==> config.mk <==
export PLATFORM = sky130hd
export DESIGN_NAME = fuzz_harness_sched
export DESIGN_NICKNAME = d
export VERILOG_FILES = /design/src/rtl/fuzz_harness_sched.sv
export SDC_FILE = /design/constraint.sdc
export NUM_CORES = 2
export LEC_CHECK = 0
export CAP_MARGIN = 20
export CORE_AREA = 2 2 687 689
export DETAILED_ROUTE_END_ITERATION = 10
export DIE_AREA = 0 0 689 691
export MAX_ROUTING_LAYER = met4
export SLEW_MARGIN = 20
export SYNTH_ARGS = -nofsm -noshare
export SYNTH_HDL_FRONTEND = slang
export SYNTH_SLANG_ARGS = --single-unit
==> constraint.sdc <==
create_clock -name clk -period 6.9 [get_ports clk]
set_clock_uncertainty 0.05 [all_clocks]
set_input_delay 1.38 -clock clk [delete_from_list [all_inputs] [get_ports clk]]
set_output_delay 1.38 -clock clk [all_outputs]
set_load 0.005 [all_outputs]
==> src/rtl/fuzz_harness_sched.sv <==
// Scheduled stimulus switch between NUM_SRC sources and one DUT: one outstanding
// transaction, manual or epoch-based round-robin selection, watchdog and first-error capture.
module fuzz_harness_sched #(
  parameter int unsigned INPUT_WIDTH    = 256,
  parameter int unsigned OUTPUT_WIDTH   = 128,
  parameter int unsigned NUM_SRC        = 3,
  parameter int unsigned EPOCH_LEN      = 64,
  parameter int unsigned WATCHDOG_LIMIT = 1000,
  parameter int unsigned SEL_W          = $clog2(NUM_SRC)
) (
  input  logic                           clk,
  input  logic                           rst,
  input  logic                           auto_mode,
  input  logic [SEL_W-1:0]               sel_req,
  input  logic                           err_clr,
  input  logic [NUM_SRC*INPUT_WIDTH-1:0] src_data,
  input  logic [NUM_SRC-1:0]             src_start,
  input  logic [NUM_SRC-1:0]             src_col,
  input  logic [NUM_SRC*8-1:0]           src_cov,
  output logic [NUM_SRC-1:0]             src_ready,
  output logic [NUM_SRC-1:0]             src_valid,
  output logic [INPUT_WIDTH-1:0]         dut_data,
  output logic                           dut_start,
  input  logic                           dut_ready,
  input  logic [OUTPUT_WIDTH-1:0]        dut_out,
  input  logic                           dut_out_valid,
  output logic [OUTPUT_WIDTH-1:0]        res_data,
  output logic [SEL_W-1:0]               active_sel,
  output logic                           alarm_hang,
  output logic                           alarm_collision,
  output logic [7:0]                     coverage_score,
  output logic [31:0]                    txn_count,
  output logic                           err_valid,
  output logic [INPUT_WIDTH-1:0]         error_input,
  output logic [OUTPUT_WIDTH-1:0]        error_output
);

  typedef enum logic [1:0] {StIdle, StBusy, StDrain, StSwitch} state_e;

  localparam logic [SEL_W:0]   NumSrcW  = (SEL_W + 1)'(NUM_SRC);
  localparam logic [SEL_W-1:0] LastSel  = SEL_W'(NUM_SRC - 1);
  localparam logic [31:0]      WdLast   = 32'(WATCHDOG_LIMIT - 1);
  localparam logic [31:0]      EpochLen = 32'(EPOCH_LEN);

  state_e                  state_q, state_d;
  logic [SEL_W-1:0]        active_sel_q, active_sel_d;
  logic                    sw_auto_q, sw_auto_d;
  logic [SEL_W-1:0]        sw_sel_q, sw_sel_d;
  logic [INPUT_WIDTH-1:0]  dut_data_q, dut_data_d;
  logic                    dut_start_q, dut_start_d;
  logic [31:0]             wd_cnt_q, wd_cnt_d;
  logic [31:0]             epoch_cnt_q, epoch_cnt_d;
  logic [31:0]             txn_count_q, txn_count_d;
  logic                    alarm_hang_q, alarm_hang_d;
  logic                    err_valid_q, err_valid_d;
  logic [INPUT_WIDTH-1:0]  error_input_q, error_input_d;
  logic [OUTPUT_WIDTH-1:0] error_output_q, error_output_d;

  logic [NUM_SRC-1:0]     act_onehot;
  logic [INPUT_WIDTH-1:0] sel_data;
  logic [7:0]             sel_cov;
  logic                   sel_col;
  logic                   sel_start;

  always_comb begin
    act_onehot = '0;
    sel_data   = '0;
    sel_cov    = '0;
    sel_col    = 1'b0;
    sel_start  = 1'b0;
    for (int k = 0; k < NUM_SRC; k++) begin
      if (active_sel_q == SEL_W'(k)) begin
        act_onehot[k] = 1'b1;
        sel_data      = src_data[k*INPUT_WIDTH +: INPUT_WIDTH];
        sel_cov       = src_cov[k*8 +: 8];
        sel_col       = src_col[k];
        sel_start     = src_start[k];
      end
    end
  end

  logic        manual_req, idle_auto_req, idle_sw, idle_ok;
  logic        in_txn, done, abort, auto_roll, err_trig;
  logic [31:0] epoch_next;

  always_comb begin
    manual_req    = !auto_mode && ({1'b0, sel_req} < NumSrcW) && (sel_req != active_sel_q);
    // Catches a manual-to-auto change after the epoch counter already ran past the limit.
    idle_auto_req = auto_mode && (epoch_cnt_q >= EpochLen);
    idle_sw       = manual_req || idle_auto_req;
    idle_ok       = (state_q == StIdle) && dut_ready && !idle_sw;
    in_txn        = (state_q == StBusy) || (state_q == StDrain);
    done          = in_txn && dut_out_valid;
    abort         = in_txn && !dut_out_valid && (wd_cnt_q == WdLast);
    epoch_next    = epoch_cnt_q + 32'd1;
    auto_roll     = auto_mode && (epoch_next >= EpochLen);
    err_trig      = abort || (in_txn && sel_col);
  end

  always_comb begin
    state_d        = state_q;
    active_sel_d   = active_sel_q;
    sw_auto_d      = sw_auto_q;
    sw_sel_d       = sw_sel_q;
    dut_data_d     = dut_data_q;
    dut_start_d    = 1'b0;
    wd_cnt_d       = wd_cnt_q;
    epoch_cnt_d    = epoch_cnt_q;
    txn_count_d    = txn_count_q;
    alarm_hang_d   = alarm_hang_q;
    err_valid_d    = err_valid_q;
    error_input_d  = error_input_q;
    error_output_d = error_output_q;

    unique case (state_q)
      StIdle: begin
        if (idle_sw) begin
          state_d   = StSwitch;
          sw_auto_d = auto_mode;
          sw_sel_d  = sel_req;
        end else if (idle_ok && sel_start) begin
          state_d     = StBusy;
          dut_start_d = 1'b1;
          dut_data_d  = sel_data;
          wd_cnt_d    = '0;
        end
      end
      StBusy, StDrain: begin
        wd_cnt_d = wd_cnt_q + 32'd1;
        if (done) begin
          txn_count_d = txn_count_q + 32'd1;
          epoch_cnt_d = epoch_next;
        end
        if (abort) begin
          alarm_hang_d = 1'b1;
        end
        if (state_q == StDrain) begin
          if (done || abort) begin
            state_d = StSwitch;
          end
        end else if (done && auto_roll) begin
          state_d   = StSwitch;
          sw_auto_d = 1'b1;
        end else if (manual_req) begin
          state_d   = (done || abort) ? StSwitch : StDrain;
          sw_auto_d = 1'b0;
          sw_sel_d  = sel_req;
        end else if (done || abort) begin
          state_d = StIdle;
        end
      end
      StSwitch: begin
        if (sw_auto_q) begin
          active_sel_d = (active_sel_q == LastSel) ? '0 : active_sel_q + SEL_W'(1);
        end else begin
          active_sel_d = sw_sel_q;
        end
        epoch_cnt_d = '0;
        state_d     = StIdle;
      end
      default: state_d = StIdle;
    endcase

    // Clear wins over a trigger landing in the same cycle.
    if (err_clr) begin
      err_valid_d    = 1'b0;
      error_input_d  = '0;
      error_output_d = '0;
    end else if (err_trig && !err_valid_q) begin
      err_valid_d    = 1'b1;
      error_input_d  = dut_data_q;
      error_output_d = abort ? '0 : dut_out;
    end
  end

  always_ff @(posedge clk) begin
    if (rst) begin
      state_q        <= StIdle;
      active_sel_q   <= '0;
      sw_auto_q      <= 1'b0;
      sw_sel_q       <= '0;
      dut_data_q     <= '0;
      dut_start_q    <= 1'b0;
      wd_cnt_q       <= '0;
      epoch_cnt_q    <= '0;
      txn_count_q    <= '0;
      alarm_hang_q   <= 1'b0;
      err_valid_q    <= 1'b0;
      error_input_q  <= '0;
      error_output_q <= '0;
    end else begin
      state_q        <= state_d;
      active_sel_q   <= active_sel_d;
      sw_auto_q      <= sw_auto_d;
      sw_sel_q       <= sw_sel_d;
      dut_data_q     <= dut_data_d;
      dut_start_q    <= dut_start_d;
      wd_cnt_q       <= wd_cnt_d;
      epoch_cnt_q    <= epoch_cnt_d;
      txn_count_q    <= txn_count_d;
      alarm_hang_q   <= alarm_hang_d;
      err_valid_q    <= err_valid_d;
      error_input_q  <= error_input_d;
      error_output_q <= error_output_d;
    end
  end

  assign src_ready       = idle_ok ? act_onehot : '0;
  assign src_valid       = done ? act_onehot : '0;
  assign dut_data        = dut_data_q;
  assign dut_start       = dut_start_q;
  assign res_data        = dut_out;
  assign active_sel      = active_sel_q;
  assign alarm_hang      = alarm_hang_q;
  assign alarm_collision = sel_col;
  assign coverage_score  = sel_cov;
  assign txn_count       = txn_count_q;
  assign err_valid       = err_valid_q;
  assign error_input     = error_input_q;
  assign error_output    = error_output_q;

endmodule

==> flow_summary.ini <==
[run_status]
outcome = completed

[layout]
area_growth_pct = 83.9
regArea_sq_mm = 0.0149
final_layout_size_suffix_gt1_frac = 0.0496
fin_nets = 6671
multiInputGateArea_sq_mm = 0.0163
stdcell_area_sq_mm = 0.0618
num-fill-cells = 53700

[timing]
post-route-period-util = 0.869
slew-limit-headroom = 0.237
fin_crit_ns = 6.00
setup_viol = 0
rsz0062_at_grt = false
hold_viol = 0
fmax_mhz = 167
setup_tns_ns = 0
tightest_slew_ns = 1.14
drv_slew = 0
hold_ws_ns = 0.399

[clock_network]
insertion_delay_ns = 0.87
clockBufferDepth = 4
cts_sinks = 746
cts_resized = 0
h-tree-depth = 3
cts_hold_buf = 0
clk_pin_slew_ns = 0.05
post-cts-setup-buffers = 0
numCtsBuffers = 104
cts_tree = done
root_buffer = clkbuf_16

[placed_design]
finalWeightedCongestion = 0.897
placed_area_sq_mm = 0.0575
portBuffers = 1753
detailed_place_hpwl_um = 352000

[worst_setup_path]
r2r-start = state_q[0]
required_ns = 5.47
cp_common_cell = clkdlybuf4s50_1
crit_buf_inv = 3
crit_start = sel_req[1]
rr_worst_depth = 11
worstSetupEndpointType = output pin
cp_slowest_cell = clkdlybuf4s50_1
startpoint_type = input port
slowest_delay_ns = 0.67
arrival_ns = 4.57
crit_end = src_ready[0]
cp_cell_sequence = clkdlybuf4s50_1, nor2b_1, o21bai_1, a21o_1, and3_1, nand2_1, nor3_1, buf_4, clkdlybuf4s50_1
cp_top_family = buffers and inverters
crit_type = in -> out
r2r_slack_ns = 2.55
r2r-end = error_input[70]
worstPathMaxFanout = 8
crit_cells = 9

[floorplan]
die_x_um = 689
io_pins = 1754
start_util = 0.0716
core_area_sq_mm = 0.469
die_h_um = 691
rows = 252
die_area_sq_mm = 0.476

[pwr]
powerDensity_mw_per_mm2 = 272
peakVddDrop_v = 0.000206
p_leak_uw = 0.0186

[global_route]
overflow = 0
grt_max_degree = 144
grt_usage = 0.164
grt_pass1_vias = 35600
grt_use_met1 = 0.163
grt_util_met3 = 0.0974
grt_pass1_wl_um = 473000
antenna_found_initial = 440
grtUsageMet2 = 0.265
top_usage_layer = met2

[detailed_routing]
dr.pass1.iters = 5
final_antenna_net_count = 0
vias = 39100
drtIter0Drc = 3264
routed_wl_um = 396000
wl_per_cell_um = 32.1
vias_per_cell = 3.17
drc = 0

[yosys]
synth_seq_cells = 746
synthTopCellsByArea = dfxtp_1, a21oi_1, mux2i_1
synth_common_cells = dfxtp_1, nand2_1, a21oi_1
synth_most_common_cell = dfxtp_1
yosysWarnings = 0
ys.flop_type = dfxtp_1
synth.yosys.seq_area_share = 0.444
synth_top_area_frac = 0.444
synth_edf_count = 0
synthArstFlopShare = 0
avgSynthCellArea_sq_um = 7.86
synth_top_area_cell = dfxtp_1
syn_nets = 5216
syn_inst = 4274
synthesis.area_sq_mm = 0.0336
synth_cell_type_count = 65

[run]
drv_cap = 0

[hold_path]
hold_path_class = reg -> reg
-- flip-flops by register name (all words and copies together), names as in the netlist --
name          cells
error_input     256
active_sel        2
epoch_cnt_q      32
err_valid         1
dut_start         1
sw_auto_q         1
state_q           2
error_output    128
dut_data        256
sw_sel_q          2
txn_count        32
wd_cnt_q         32
alarm_hang        1
-- per-stage QoR --
stage / power (uW) / cells / setup slack [ns] / util
after floorplan: 7550 / 4274 / 3.15 / -
after global placement: 11200 / 11800 / 0.915 / 0.122
after detailed placement: 11300 / 11800 / 0.901 / 0.122
after CTS: 17200 / 12000 / 0.878 / 0.130
after global routing: 17700 / 12300 / 0.826 / 0.131
final: 16800 / 12300 / 0.904 / 0.132
-- area by class of cell --
class	instances	share of cell area
sequential	746	0.242
clock buffer	127	0.0448
clock inverter	60	0.0127
multi-input combinational	3020	0.263
inverter	13	0.000790
timing repair buffer	1844	0.298
tap	6223	0.126
antenna	309	0.0125
-- cells by family after synthesis --
kind of cell    share of synthesized area
compound gates                      0.177
xor+xnor                           0.0172
fa+ha+maj                         0.00298
buf+inv                            0.0733
flops                               0.444
mux                                0.0814
simple gates                        0.204
-- power by group --
| part | internal [uW] | switching, uW |
|---|---|---|
| Clock | 3460 | 2350 |
| Sequential | 4760 | 656 |
| Combinational | 2240 | 3360 |
| Total | 10500 | 6370 |
-- worst min-delay path by stage --
stage	from	to	slack [ns]	cells past startpoint
6_report	error_output[54]	error_output[54]	0.40	2
5_1_grt	error_output[105]	error_output[105]	0.41	2
4_1_cts	alarm_hang	alarm_hang	0.40	2
3_5_place_dp	alarm_hang	alarm_hang	0.39	2
3_3_place_gp	alarm_hang	alarm_hang	0.39	2
2_1_floorplan	alarm_hang	alarm_hang	0.39	2
-- tightest hold or removal path: stages (launching register included) --
cell     delay [ns]
dfxtp_1        0.30
nand2_1        0.05
a21oi_1        0.05
-- cell usage in the layout, fill, tap and decap left out, types with 7 or more instances in the layout --
cell type / instances
inv_1: 13
nor4_1: 16
nand4_1: 24
dfxtp_1: 744
bufinv_16: 16
nand3_1: 171
a22oi_1: 7
nor3_1: 19
clkbuf_16: 105
mux2i_1: 272
a31oi_1: 10
a21oi_1: 672
diode_2: 309
and2_1: 7
and3_1: 26
or3_1: 10
nand2_1: 701
clkinv_2: 19
buf_12: 15
xnor2_1: 25
clkbuf_1: 16
inv_6: 11
clkdlybuf4s50_1: 1752
o21ai_0: 39
and4_1: 7
a311oi_1: 12
nor2b_1: 8
nor2_1: 622
ha_1: 8
buf_4: 76
xor2_1: 41
a211oi_1: 262
-- layer usage --
layer,share of wire,vias to the layer above,routed length (um)
met5,0,-,0
met4,0.046,0,18400
li1,-,17900,-
met2,0.46,2148,184000
met3,0.14,665,54500
met1,0.35,18400,140000
No activity file was read; power rests on OpenSTA's default activity.
